$ cat src/rtl/uart_tx_fifo.sv
// uart_tx_fifo: byte FIFO feeding a UART transmitter; 10-bit frames, or 11-bit even-parity
// frames when UART_TX_PARITY_EN is defined. The line is registered one cycle behind the FSM.
module uart_tx_fifo #(
    parameter logic [13:0] KBAUD = 14'd10416,
    parameter int          DEPTH = 16
) (
    input  logic                    clk,
    input  logic                    rst_n,
    input  logic [7:0]              in_data,
    input  logic                    in_valid,
    output logic                    out_ready,
    output logic                    out_signal,
    output logic                    out_busy,
    output logic [$clog2(DEPTH):0]  out_level
);
    localparam int AW = $clog2(DEPTH);
    localparam int LW = AW + 1;

`ifdef UART_TX_PARITY_EN
    typedef enum logic [2:0] {IDLE, START, DATA, PARITY, STOP} state_t;
`else
    typedef enum logic [2:0] {IDLE, START, DATA, STOP} state_t;
`endif

    logic [7:0]    mem_q [DEPTH];
    logic [AW-1:0] wr_ptr_q, wr_ptr_d, rd_ptr_q, rd_ptr_d;
    logic [LW-1:0] level_q, level_d;
    state_t        state_q, state_d;
    logic [13:0]   cnt_q, cnt_d;
    logic [2:0]    idx_q, idx_d;
    logic [7:0]    shift_q, shift_d;
    logic          line_q, line_d;
    logic          push, pop, bit_end;
`ifdef UART_TX_PARITY_EN
    logic          parity_q, parity_d;
`endif

    assign out_ready  = (level_q < LW'(DEPTH));
    assign out_level  = level_q;
    assign out_signal = line_q;
    assign out_busy   = (state_q != IDLE) || (level_q != '0);
    assign push       = in_valid && out_ready;
    assign bit_end    = (cnt_q == KBAUD - 14'd1);

    always_comb begin
        state_d  = state_q;
        cnt_d    = cnt_q + 14'd1;
        idx_d    = idx_q;
        shift_d  = shift_q;
        pop      = 1'b0;
`ifdef UART_TX_PARITY_EN
        parity_d = parity_q;
`endif
        unique case (state_q)
            IDLE: begin
                cnt_d = '0;
                if (level_q != '0) begin
                    pop     = 1'b1;
                    state_d = START;
                end
            end
            START: begin
                if (bit_end) begin
                    cnt_d   = '0;
                    idx_d   = '0;
                    state_d = DATA;
                end
            end
            DATA: begin
                if (bit_end) begin
                    cnt_d = '0;
                    idx_d = idx_q + 3'd1;
                    if (idx_q == 3'd7) begin
`ifdef UART_TX_PARITY_EN
                        state_d = PARITY;
`else
                        state_d = STOP;
`endif
                    end
                end
            end
`ifdef UART_TX_PARITY_EN
            PARITY: begin
                if (bit_end) begin
                    cnt_d   = '0;
                    state_d = STOP;
                end
            end
`endif
            STOP: begin
                if (bit_end) begin
                    cnt_d = '0;
                    // Chain straight into the next start bit when more data is waiting.
                    if (level_q != '0) begin
                        pop     = 1'b1;
                        state_d = START;
                    end else begin
                        state_d = IDLE;
                    end
                end
            end
            default: state_d = IDLE;
        endcase
        if (pop) begin
            shift_d  = mem_q[rd_ptr_q];
`ifdef UART_TX_PARITY_EN
            parity_d = ^mem_q[rd_ptr_q];
`endif
        end
    end

    always_comb begin
        line_d = 1'b1;
        unique case (state_q)
            START:   line_d = 1'b0;
            DATA:    line_d = shift_q[idx_q];
`ifdef UART_TX_PARITY_EN
            PARITY:  line_d = parity_q;
`endif
            default: line_d = 1'b1;
        endcase
    end

    always_comb begin
        wr_ptr_d = push ? wr_ptr_q + AW'(1) : wr_ptr_q;
        rd_ptr_d = pop  ? rd_ptr_q + AW'(1) : rd_ptr_q;
        unique case ({push, pop})
            2'b10:   level_d = level_q + LW'(1);
            2'b01:   level_d = level_q - LW'(1);
            default: level_d = level_q;
        endcase
    end

    always_ff @(posedge clk) begin
        if (push) begin
            mem_q[wr_ptr_q] <= in_data;
        end
    end

    always_ff @(posedge clk) begin
        if (!rst_n) begin
            state_q  <= IDLE;
            cnt_q    <= '0;
            idx_q    <= '0;
            shift_q  <= '0;
            line_q   <= 1'b1;
            wr_ptr_q <= '0;
            rd_ptr_q <= '0;
            level_q  <= '0;
`ifdef UART_TX_PARITY_EN
            parity_q <= 1'b0;
`endif
        end else begin
            state_q  <= state_d;
            cnt_q    <= cnt_d;
            idx_q    <= idx_d;
            shift_q  <= shift_d;
            line_q   <= line_d;
            wr_ptr_q <= wr_ptr_d;
            rd_ptr_q <= rd_ptr_d;
            level_q  <= level_d;
`ifdef UART_TX_PARITY_EN
            parity_q <= parity_d;
`endif
        end
    end

endmodule

$ cat config.mk
export PLATFORM = sky130hd
export DESIGN_NAME = uart_tx_fifo
export DESIGN_NICKNAME = d
export VERILOG_FILES = /design/src/rtl/uart_tx_fifo.sv
export SDC_FILE = /design/constraint.sdc
export NUM_CORES = 1
export LEC_CHECK = 0
export CORE_UTILIZATION = 40
export DETAILED_ROUTE_END_ITERATION = 6
export REMOVE_ABC_BUFFERS = 1
export SYNTH_ARGS = -nofsm -noshare
export SYNTH_HDL_FRONTEND = slang
export SYNTH_SLANG_ARGS = --single-unit
export TNS_END_PERCENT = 10
$ cat constraint.sdc
create_clock -name clk -period 3.56 [get_ports clk]
set_input_delay 0.712 -clock clk [delete_from_list [all_inputs] [get_ports clk]]
set_output_delay 0.712 -clock clk [all_outputs]
set_load 0.02 [all_outputs]
# ---- After elaboration in Yosys (flattened, before gate mapping)
# Memory sizes are Yosys's and may differ from the RTL's. A register that Yosys moved wholly into a read port is not among the register bits.
# Cells that the tools add are included.
dict set report totals {
  ff_bits 34
  inputBits 11
  ramBits 128
  elab_cells 60
  out_inout_bits 8
  n_memories 1
}
# name words word_bits read_ports rd_ports_with_merged_regs wr line
set mem_list {}
lappend mem_list {mem_q 16 8 1 1 1 25} ;# logic [7:0] mem_q [DEPTH];
dict set report op_classes {
  order_cmp 2
  n_reduce_logical 11
  muxes 21
  eq_ne 12
  n_addsub 6
}
# op count
set ops {}
lappend ops {{$pmux W14 S2} 1}
lappend ops {{$mux W3} 7}
lappend ops {{$add A14 B1 Y14 const B} 1}
lappend ops {{$eq A14 B14 Y1 const B} 1}
lappend ops {{$mux W14} 1}
lappend ops {{$pmux W3 S4} 1}
lappend ops {{$ne A2 B2 Y1 const B} 5}
lappend ops {{$pmux W5 S2} 1}
lappend ops {{$add A4 B1 Y4 const B} 2}
lappend ops {{$eq A3 B2 Y1 const B} 2}
lappend ops {{$mux W1} 6}
lappend ops {{$pmux W3 S2} 1}
lappend ops {{$add A5 B1 Y5 const B} 1}
lappend ops {{$lt A5 B5 Y1 const B} 1}
lappend ops {{$reduce_and A5 Y1} 1}
lappend ops {{$reduce_bool A5 Y1} 1}
lappend ops {{$sub A5 B1 Y5 const B} 1}
lappend ops {{$lt A3 B4 Y1 const B} 1}
lappend ops {{$pmux W1 S2} 2}
lappend ops {{$reduce_bool A2 Y1} 2}
lappend ops {{$add A3 B1 Y3 const B} 1}
lappend ops {{$bmux W1 S3} 1}
lappend ops {{$eq A3 B1 Y1 const B} 1}
lappend ops {{$eq A3 B3 Y1 const B} 1}
lappend ops {{9 further kinds} 9}

# ---- Longest topological paths before layout
# Gate-level depths: netlist of run 1.
dict set report logic_depth {
  ltp_word 6
  depth_mapped 14
  depth_no_buf 13
}

# ---- Least setup slack after synthesis of run 1
# No wires, ideal clock.
dict set report synth_path {
  kind {register to register}
  start {register cnt_q[0]}
  end {register level_q[4], in the netlist out_level[4]}
  arrival_ns 2.791
  path_stages_with_launch 15
  period_less_slack_ns 2.863
  setup_slack_ns 0.697
  n_path_buf 1
  required_time_ns 3.488
  setup_ns 0.072
  cell_sequence {dfxtp_1 ha_1 nand4_1 nor4_4 o21ai_2 inv_2 buf_6 ha_1 inv_1 fa_1 nor2b_1 o21ai_0 and3_1 nor3_1 mux2i_1}
}
dict set report synth_between {
  elab_chain_len 5
  word_cells_on_any_way 7
  classes_between {3 x eq/ne; 3 x mux; 1 x reduce/logical}
}
# element line
set synth_rtl {}
lappend synth_rtl {{start, declared} 29} ;# logic [13:0] cnt_q, cnt_d;
lappend synth_rtl {{start signal, assigned} 155} ;# cnt_q <= cnt_d;
lappend synth_rtl {{$eq A14 B14 Y1 *} 43} ;# assign bit_end = (cnt_q == KBAUD - 14'd1);
lappend synth_rtl {{$mux W1 *} 91} ;# if (bit_end) begin
lappend synth_rtl {{$pmux W1 S2 *} 54} ;# unique case (state_q)
lappend synth_rtl {{net pop} 33} ;# logic push, pop, bit_end;
lappend synth_rtl {{$eq A2 B1 Y1 / $eq A2 B2 Y1 (equally long branches)} 127} ;# unique case ({push, pop})
lappend synth_rtl {{$pmux W5 S2 / $reduce_bool A2 Y1 (equally long branches)} -}
lappend synth_rtl {{end signal, assigned} 161} ;# level_q <= level_d;
lappend synth_rtl {{end, declared} 27} ;# logic [LW-1:0] level_q, level_d;
# Mark *: on every way through the listed nets, which the timed path passes. The rest lies on a longest branch.
# A chain may end at the register's enable or synchronous reset.

# ---- Worst setup path after layout of run 1
dict set report layout_path {
  start {register cnt_q[0]}
  end {register level_q[4], in the netlist out_level[4]}
}
dict set report layout_between {
  elab_chain_len 5
  word_cells_on_any_way 7
  classes_between {3 x eq/ne; 3 x mux; 1 x reduce/logical}
}
# element line
set layout_rtl {}
lappend layout_rtl {{$eq A14 B14 Y1 *} 43}
lappend layout_rtl {{$mux W1 *} 91}
lappend layout_rtl {{$pmux W1 S2 *} 54}
lappend layout_rtl {{$eq A2 B1 Y1 / $eq A2 B2 Y1 (equally long branches)} 127}
lappend layout_rtl {{$pmux W5 S2 / $reduce_bool A2 Y1 (equally long branches)} -}
# Every way passes the cells marked *; elsewhere a longest branch is shown, timed or not.

==> impl_results.md, run 1 <==
- Worst clock skew: 0.0102 ns
- Gates resized, CTS repair: 0
- Fin area: a little over 8000 um2
- Met3 Resource Use GR: 3.75%
- Met2 Track Usage GR: 27.7%
- FMAX: 0.319 GHz
- Port Buffers: 18
- RSZ-0062 raised after global routing: no
- Cell area after placement: 7560 um2
- Drt wl/cell: ~18 um
- Slew Limit Fails: 0
- Dpl cells: 710
- H-tree lvl count: 4
- Maximum clock path buffer count: 2
- Final setup viols: 0
- Drt pass-1 iters: 4
- HP Class: register to register
- Yosys top cell area share: 54.4%
- Sequential area share after synthesis: 66.0%
- Post-synth top area cell: edfxtp_1
- GRT Total Usage: between 10% and 20%
- Initial Util: 40.9%
- Num CTS Buffers: 17
- Final TNS setup: 0 ns
- Initial antenna violation count: 0
- Post-synthesis average cell area: 15.0 um2
- Hold path depth: 1
- N_diodes: 0
- Clock root cell: clkbuf_16
- Hold Violations, Final: 0
- Worst-margin pin slew: 0.854 ns
- CP Data Required Time: 3.91 ns
- Distinct cells, synth: 46
- Post-CTS setup buffer count: 0
- Startpoint Class: register
- Routed Antenna Nets: 0
- Hold path start: cnt_q[0]
- CTS tree: built
- GR met1 Demand/Resource: about 20%
- Vias in the first global route: 3,891
- #FFs+latches synth: 169
- Hold EP: cnt_q[0]
- DR iter-0 viols: between 200 and 250
- Pre-CTS setup slack: 0.379 ns
- Setup CP Type: register to register
- Leakage: 2.71 nW
- GP Congestion: 0.775
- Syn Std Cell Area: around 7100 um2
- Die span in x: 135 um
- Proportion of layout cells with a drive suffix above 1: 21.1%
- Crit path max fanout: 12
- Filler Cell Count: 1,498
- Register area: 4670 um2
- Final period util: 88.2%
- Post-Synthesis Cells: 470
- Area of the multi-input gates: 2220 um2
- Layout Nets: 532
- Total number of vias: 3,806
- Clk_lat worst skew: 0.42 ns
- Vias per cell: 5.13
- Post-Layout Cell Count: roughly 740
- Reg2Reg Capture Point: out_level[4]
- Max cap viols: 0
- CTS sink cnt: 169
- PwrDens: 654 nW/um2
- Worst R2R Path Depth: 13
- Hold buffer count at cts: 0
- PnR worst setup slack: about 0.42 ns
- Critical Path Sink Type: register
- Die Y: 135 um
- Total wire length: 13,400 um
- Clock transition at the registers of the reported paths: 0.06 ns
- FP Rows: between 40 and 50
- DP Wirelength: around 8900 um
- Final Util: 47.1%
- # IOs: 19
- Area grow syn2layout: 15.3%
- Worst vdd rail ir drop: 438 uV
- First-pass GRT wire length: roughly 21,000 um
- Outcome: completed
- DR DRC count: 0
- Crit Reg-Reg Startpoint: cnt_q[0]
- Synth Warn #: 0
- Clock period minus worst slack: 3.14 ns
- Global routing's busiest layer: met2
- Core Region: 17,300 um2
- Die Area: 18,200 um2
- Pin count of the biggest net entering global routing: 32
- Data arrival, critical path: roughly 3.5 ns
- Reg2reg setup slack: between 0.4 and 0.5 ns
- Top post-synthesis cells by area: edfxtp_1 54%, dfxtp_1 12%, mux4_2 8.3%
- Remaining Overflow, GRT: 0
- Slew headroom: 42.9%
==> metal layers <==
| metal | wire length, um | share of wire, % | vias up |
|---|---|---|---|
| met4 | 149 | 1.1 | 0 |
| met3 | 594 | 4.4 | 10 |
| li1 | - | - | 1831 |
| met2 | 6940 | 52 | 65 |
| met1 | 5670 | 42 | 1900 |
| met5 | 0 | 0 | - |
==> state kept, by name, summed over array words and instances, names as in the netlist <==
name / flops
cnt_q: 14
idx_q: 3
mem_q: 128
out_level: 5
out_signal: 1
rd_ptr_q: 4
shift_q: 8
state_q: 2
wr_ptr_q: 4
==> Yosys cell counts (all sizes together) <==
cell,count
edfxtp,128
nand3b,1
clkbuf,12
a31oi,1
nor2b,7
nor4,2
nand2b,4
inv,13
mux2,17
o211a,1
a211oi,2
buf,12
ha,16
o22ai,15
nand2,22
nor3,11
nor2,44
and2,9
mux2i,12
o21a,2
a22oi,2
fa,1
mux4,26
or4b,1
nand4,3
a21oi,7
or2b,2
xnor2,11
and3,3
a21boi,1
nand3,8
xor2,8
dfxtp,41
o21ai,22
or3b,2
a21o,1
==> report_power, final <==
| group | switching [mW] | internal, mW |
|---|---|---|
| logic | 0.612 | 0.510 |
| clock network | 0.776 | 1.05 |
| registers | 0.120 | 2.26 |
| total | 1.51 | 3.82 |
==> cells by family after synthesis <==
kind of cell	count (synthesis)	share of synthesized area, %
flip-flops	169	66.0
AND/OR/NAND/NOR	119	8.69
XOR/XNOR	19	2.35
AO/OA/AOI/OAI	54	4.60
buffers and inverters	37	2.53
multiplexers	55	12.7
adder cells (fa/ha/maj)	17	3.12
==> layout make-up <==
cell class / instances / area share, %
multi-input combinational: 264 / 27.3
clock buffer: 18 / 5.27
sequential: 169 / 57.3
timing repair buffer: 39 / 4.14
tap: 225 / 3.45
clock inverter: 14 / 2.00
inverter: 13 / 0.599
==> worst max path at each step <==
stage / from / end / slack, ns / depth (start not counted)
floorplan: cnt_q[0] / out_level[4] / 0.63 / 13
global placement: cnt_q[0] / out_level[4] / 0.52 / 13
detailed placement: cnt_q[0] / out_level[4] / 0.38 / 13
CTS: cnt_q[0] / out_level[4] / 0.39 / 13
global route: cnt_q[0] / out_level[4] / 0.16 / 13
finish: cnt_q[0] / out_level[4] / 0.42 / 13
==> stage by stage <==
stage               hold slack [ns]  power (mW)
floorplan                     0.430        3.14
global placement              0.443        3.53
detailed placement            0.472        3.56
CTS                           0.484        5.39
global route                  0.527        5.58
finish                        0.480        5.33
==> cells in the final DEF (no fill, tap or decap), types with 17 or more instances in the layout <==
master | synthesis | layout
clkdlybuf4s50_1 | 0 | 18
dfxtp_1 | 41 | 39
nor2_1 | 44 | 44
nand2_1 | 22 | 22
o21ai_0 | 21 | 21
mux2_2 | 17 | 17
buf_4 | 3 | 21
edfxtp_1 | 128 | 128
mux4_2 | 26 | 26
clkbuf_16 | 0 | 17
==> worst max-delay path: stages, from the launching register on <==
cell     delay, ns
dfxtp_1       0.38
ha_1          0.23
nand4_1       0.30
nor4_4        0.37
o21ai_2       0.09
inv_2         0.15
ha_1          0.25
inv_1         0.10
fa_1          0.40
nor2b_1       0.11
o21ai_0       0.09
and3_1        0.19
nor3_1        0.18
mux2i_1       0.21
(Power assumes the default switching activity.)
==> run 2, diff against run 1 <==
--- a/config.mk
+++ b/config.mk
@@ -6,6 +6,7 @@
 export NUM_CORES = 1
 export LEC_CHECK = 0
 export CORE_UTILIZATION = 40
+export CTS_BUF_LIST = sky130_fd_sc_hd__clkbuf_8
 export DETAILED_ROUTE_END_ITERATION = 6
 export REMOVE_ABC_BUFFERS = 1
 export SYNTH_ARGS = -nofsm -noshare
==> run 2 against run 1 <==
Effect of this change:
- count of clock-buffer cells in the layout fell by 1
- global-route usage fell by 0.22 points
- highest routed layer unchanged
- total power down 8.8%
- worst setup slack got worse by 0.0073 ns
==> impl_results.md, run 2 (synthesized netlist as in run 1, its figures left out) <==
- Outcome: completed
- Hold path depth: 1 (unchanged)
- Register area: 4670 um2 (unchanged)
- DR DRC count: 0 (unchanged)
- PnR worst setup slack: 0.414 ns (-0.00726 ns)
- Num CTS Buffers: 17 (unchanged)
- Hold EP: cnt_q[0]
- GRT Total Usage: 15.9% (-0.22 points)
- RSZ-0062 raised after global routing: no
- Pre-CTS setup slack: 0.379 ns (unchanged)
- Reg2reg setup slack: 0.41 ns (about the same)
- Area grow syn2layout: 12.6%
- Final setup viols: 0 (unchanged)
- Proportion of layout cells with a drive suffix above 1: 21.1% (unchanged)
- Worst clock skew: 0.00849 ns (-0.00175 ns)
- Area of the multi-input gates: 2220 um2 (unchanged)
- Hold buffer count at cts: 0 (unchanged)
- Worst vdd rail ir drop: 323 uV (-26%)
- Reg2Reg Capture Point: out_level[4]
- Clock transition at the registers of the reported paths: 0.09 ns (+0.03 ns)
- FP Rows: 48 (unchanged)
- Setup CP Type: register to register
- Maximum clock path buffer count: 2 (unchanged)
- CTS tree: built
- Biggest regs: mem_q (128), cnt_q (14), shift_q (8)
- FMAX: 0.318 GHz (-0.23%)
- Drt wl/cell: 18.0 um (-0.22%)
- WHS: 0.485 ns (+0.00513 ns)
- Pin count of the biggest net entering global routing: 32 (unchanged)
- Critical Path Sink Type: register
- H-tree lvl count: 4 (unchanged)
- Initial antenna violation count: 0 (unchanged)
- Clock period minus worst slack: 3.15 ns (+0.00726 ns)
- First-pass GRT wire length: 21,200 um (-0.71%)
- Remaining Overflow, GRT: 0 (unchanged)
- HP Class: register to register
- Die Area: 18,200 um2 (unchanged)
- Crit Reg-Reg Startpoint: cnt_q[0]
- Initial Util: 40.9% (unchanged)
- Hold path start: cnt_q[0]
- CP Data Required Time: 3.94 ns (+0.03 ns)
- Total power: 4.86 mW (-8.8%)
- Most frequent cells in the layout: 128 x edfxtp_1, 44 x nor2_1, 39 x dfxtp_1
- Fin area: 7960 um2 (-2.3%)
- Cell area after placement: 7560 um2 (unchanged)
- Die Y: 135 um (unchanged)
- Vias per cell: 5.12 (-0.13%)
- Top reg by flops: mem_q
- Most common cell after layout, fill and taps aside: edfxtp_1
- Final period util: 88.4% (+0.20 points)
- CTS sink cnt: 169 (unchanged)
- N_diodes: 0 (unchanged)
- Drt pass-1 iters: 6 (+2)
- Hold Violations, Final: 0 (unchanged)
- Core Region: 17,300 um2 (unchanged)
- Leakage: 2.62 nW (-3.1%)
- Slew Limit Fails: 0 (unchanged)
- Port Buffers: 18 (unchanged)
- Worst R2R Path Depth: 13 (unchanged)
- Max FFs per register: 128 (unchanged)
- Final TNS setup: 0 ns (unchanged)
- Layout Nets: 532 (unchanged)
- Clk_lat worst skew: 0.45 ns (+0.03 ns)
- Slew headroom: 44.6% (+1.8 points)
- Post-CTS setup buffer count: 0 (unchanged)
- Clock root cell: clkbuf_8
- Die span in x: 135 um (unchanged)
- Vias in the first global route: 3,853 (-0.98%)
- Gates resized, CTS repair: 0 (unchanged)
- Routed Antenna Nets: 0 (unchanged)
- Total number of vias: 3,801 (-0.13%)
- Startpoint Class: register
- GP Congestion: 0.775 (unchanged)
- DP Wirelength: 8880 um (unchanged)
- DR iter-0 viols: 206 (-4.6%)
- Data arrival, critical path: 3.53 ns (+0.04 ns)
- Filler Cell Count: 1,523 (+1.7%)
- Worst-margin pin slew: 0.827 ns (-0.0264 ns)
- Total wire length: 13,300 um (-0.22%)
- Max cap viols: 0 (unchanged)
- # IOs: 19 (unchanged)
- PwrDens: 611 nW/um2 (-6.6%)
- Crit path max fanout: 12 (unchanged)
run 2: changes by cell type in the layout (fill, tap and decap cells not counted):
cell,change
clkbuf_1,-1
inv_1,+1
clkbuf_8,+17
clkbuf_16,-17
run 2: worst max path at each step:
stage,start,endpoint,depth (start not counted)
finish,cnt_q[0],out_level[4],13
detailed placement,cnt_q[0],out_level[4],13
global placement,cnt_q[0],out_level[4],13
CTS,cnt_q[0],out_level[4],13
global route,cnt_q[0],out_level[4],13
floorplan,cnt_q[0],out_level[4],13
run 2: critical path, cell delays in order, from the launching register on:
cell and delay [ns]:
dfxtp_1 0.39, ha_1 0.23, nand4_1 0.30, nor4_4 0.37
o21ai_2 0.09, inv_2 0.15, ha_1 0.25, inv_1 0.10
fa_1 0.40, nor2b_1 0.11, o21ai_0 0.09, and3_1 0.19
nor3_1 0.18, mux2i_1 0.21
run 2: area by class of cell:
type                       instances  share of cell area, %
timing repair buffer              39                   4.24
multi-input combinational        264                   27.9
sequential                       169                   58.6
clock buffer                      17                   2.94
inverter                          13                  0.613
clock inverter                    15                   2.09
tap                              225                   3.54
run 2: stage by stage:
stage / std cells / utilization, %
final: 742 / 46.0
after global routing: 742 / 46.0
after CTS: 742 / 46.0
after detailed placement: 710 / 43.7
after global placement: 710 / 43.7
after floorplan: 446 / -
run 2: routing by layer:
layer / vias up / GRT usage [%] / part of all wire, %
met5: - / 0 / 0
met1: 1905 / 20.0 / 44
met3: 14 / 3.64 / 3.6
met4: 0 / 4.68 / 1.0
li1: 1822 / - / -
met2: 60 / 27.3 / 52
run 2: where the power goes:
group          internal (mW)  leakage, nW  switching (mW)  total (mW)
Combinational          0.510        0.928           0.611        1.12
Sequential              2.25         1.49           0.119        2.37
Clock                  0.640        0.204           0.727        1.37
Total                   3.41         2.62            1.46        4.86
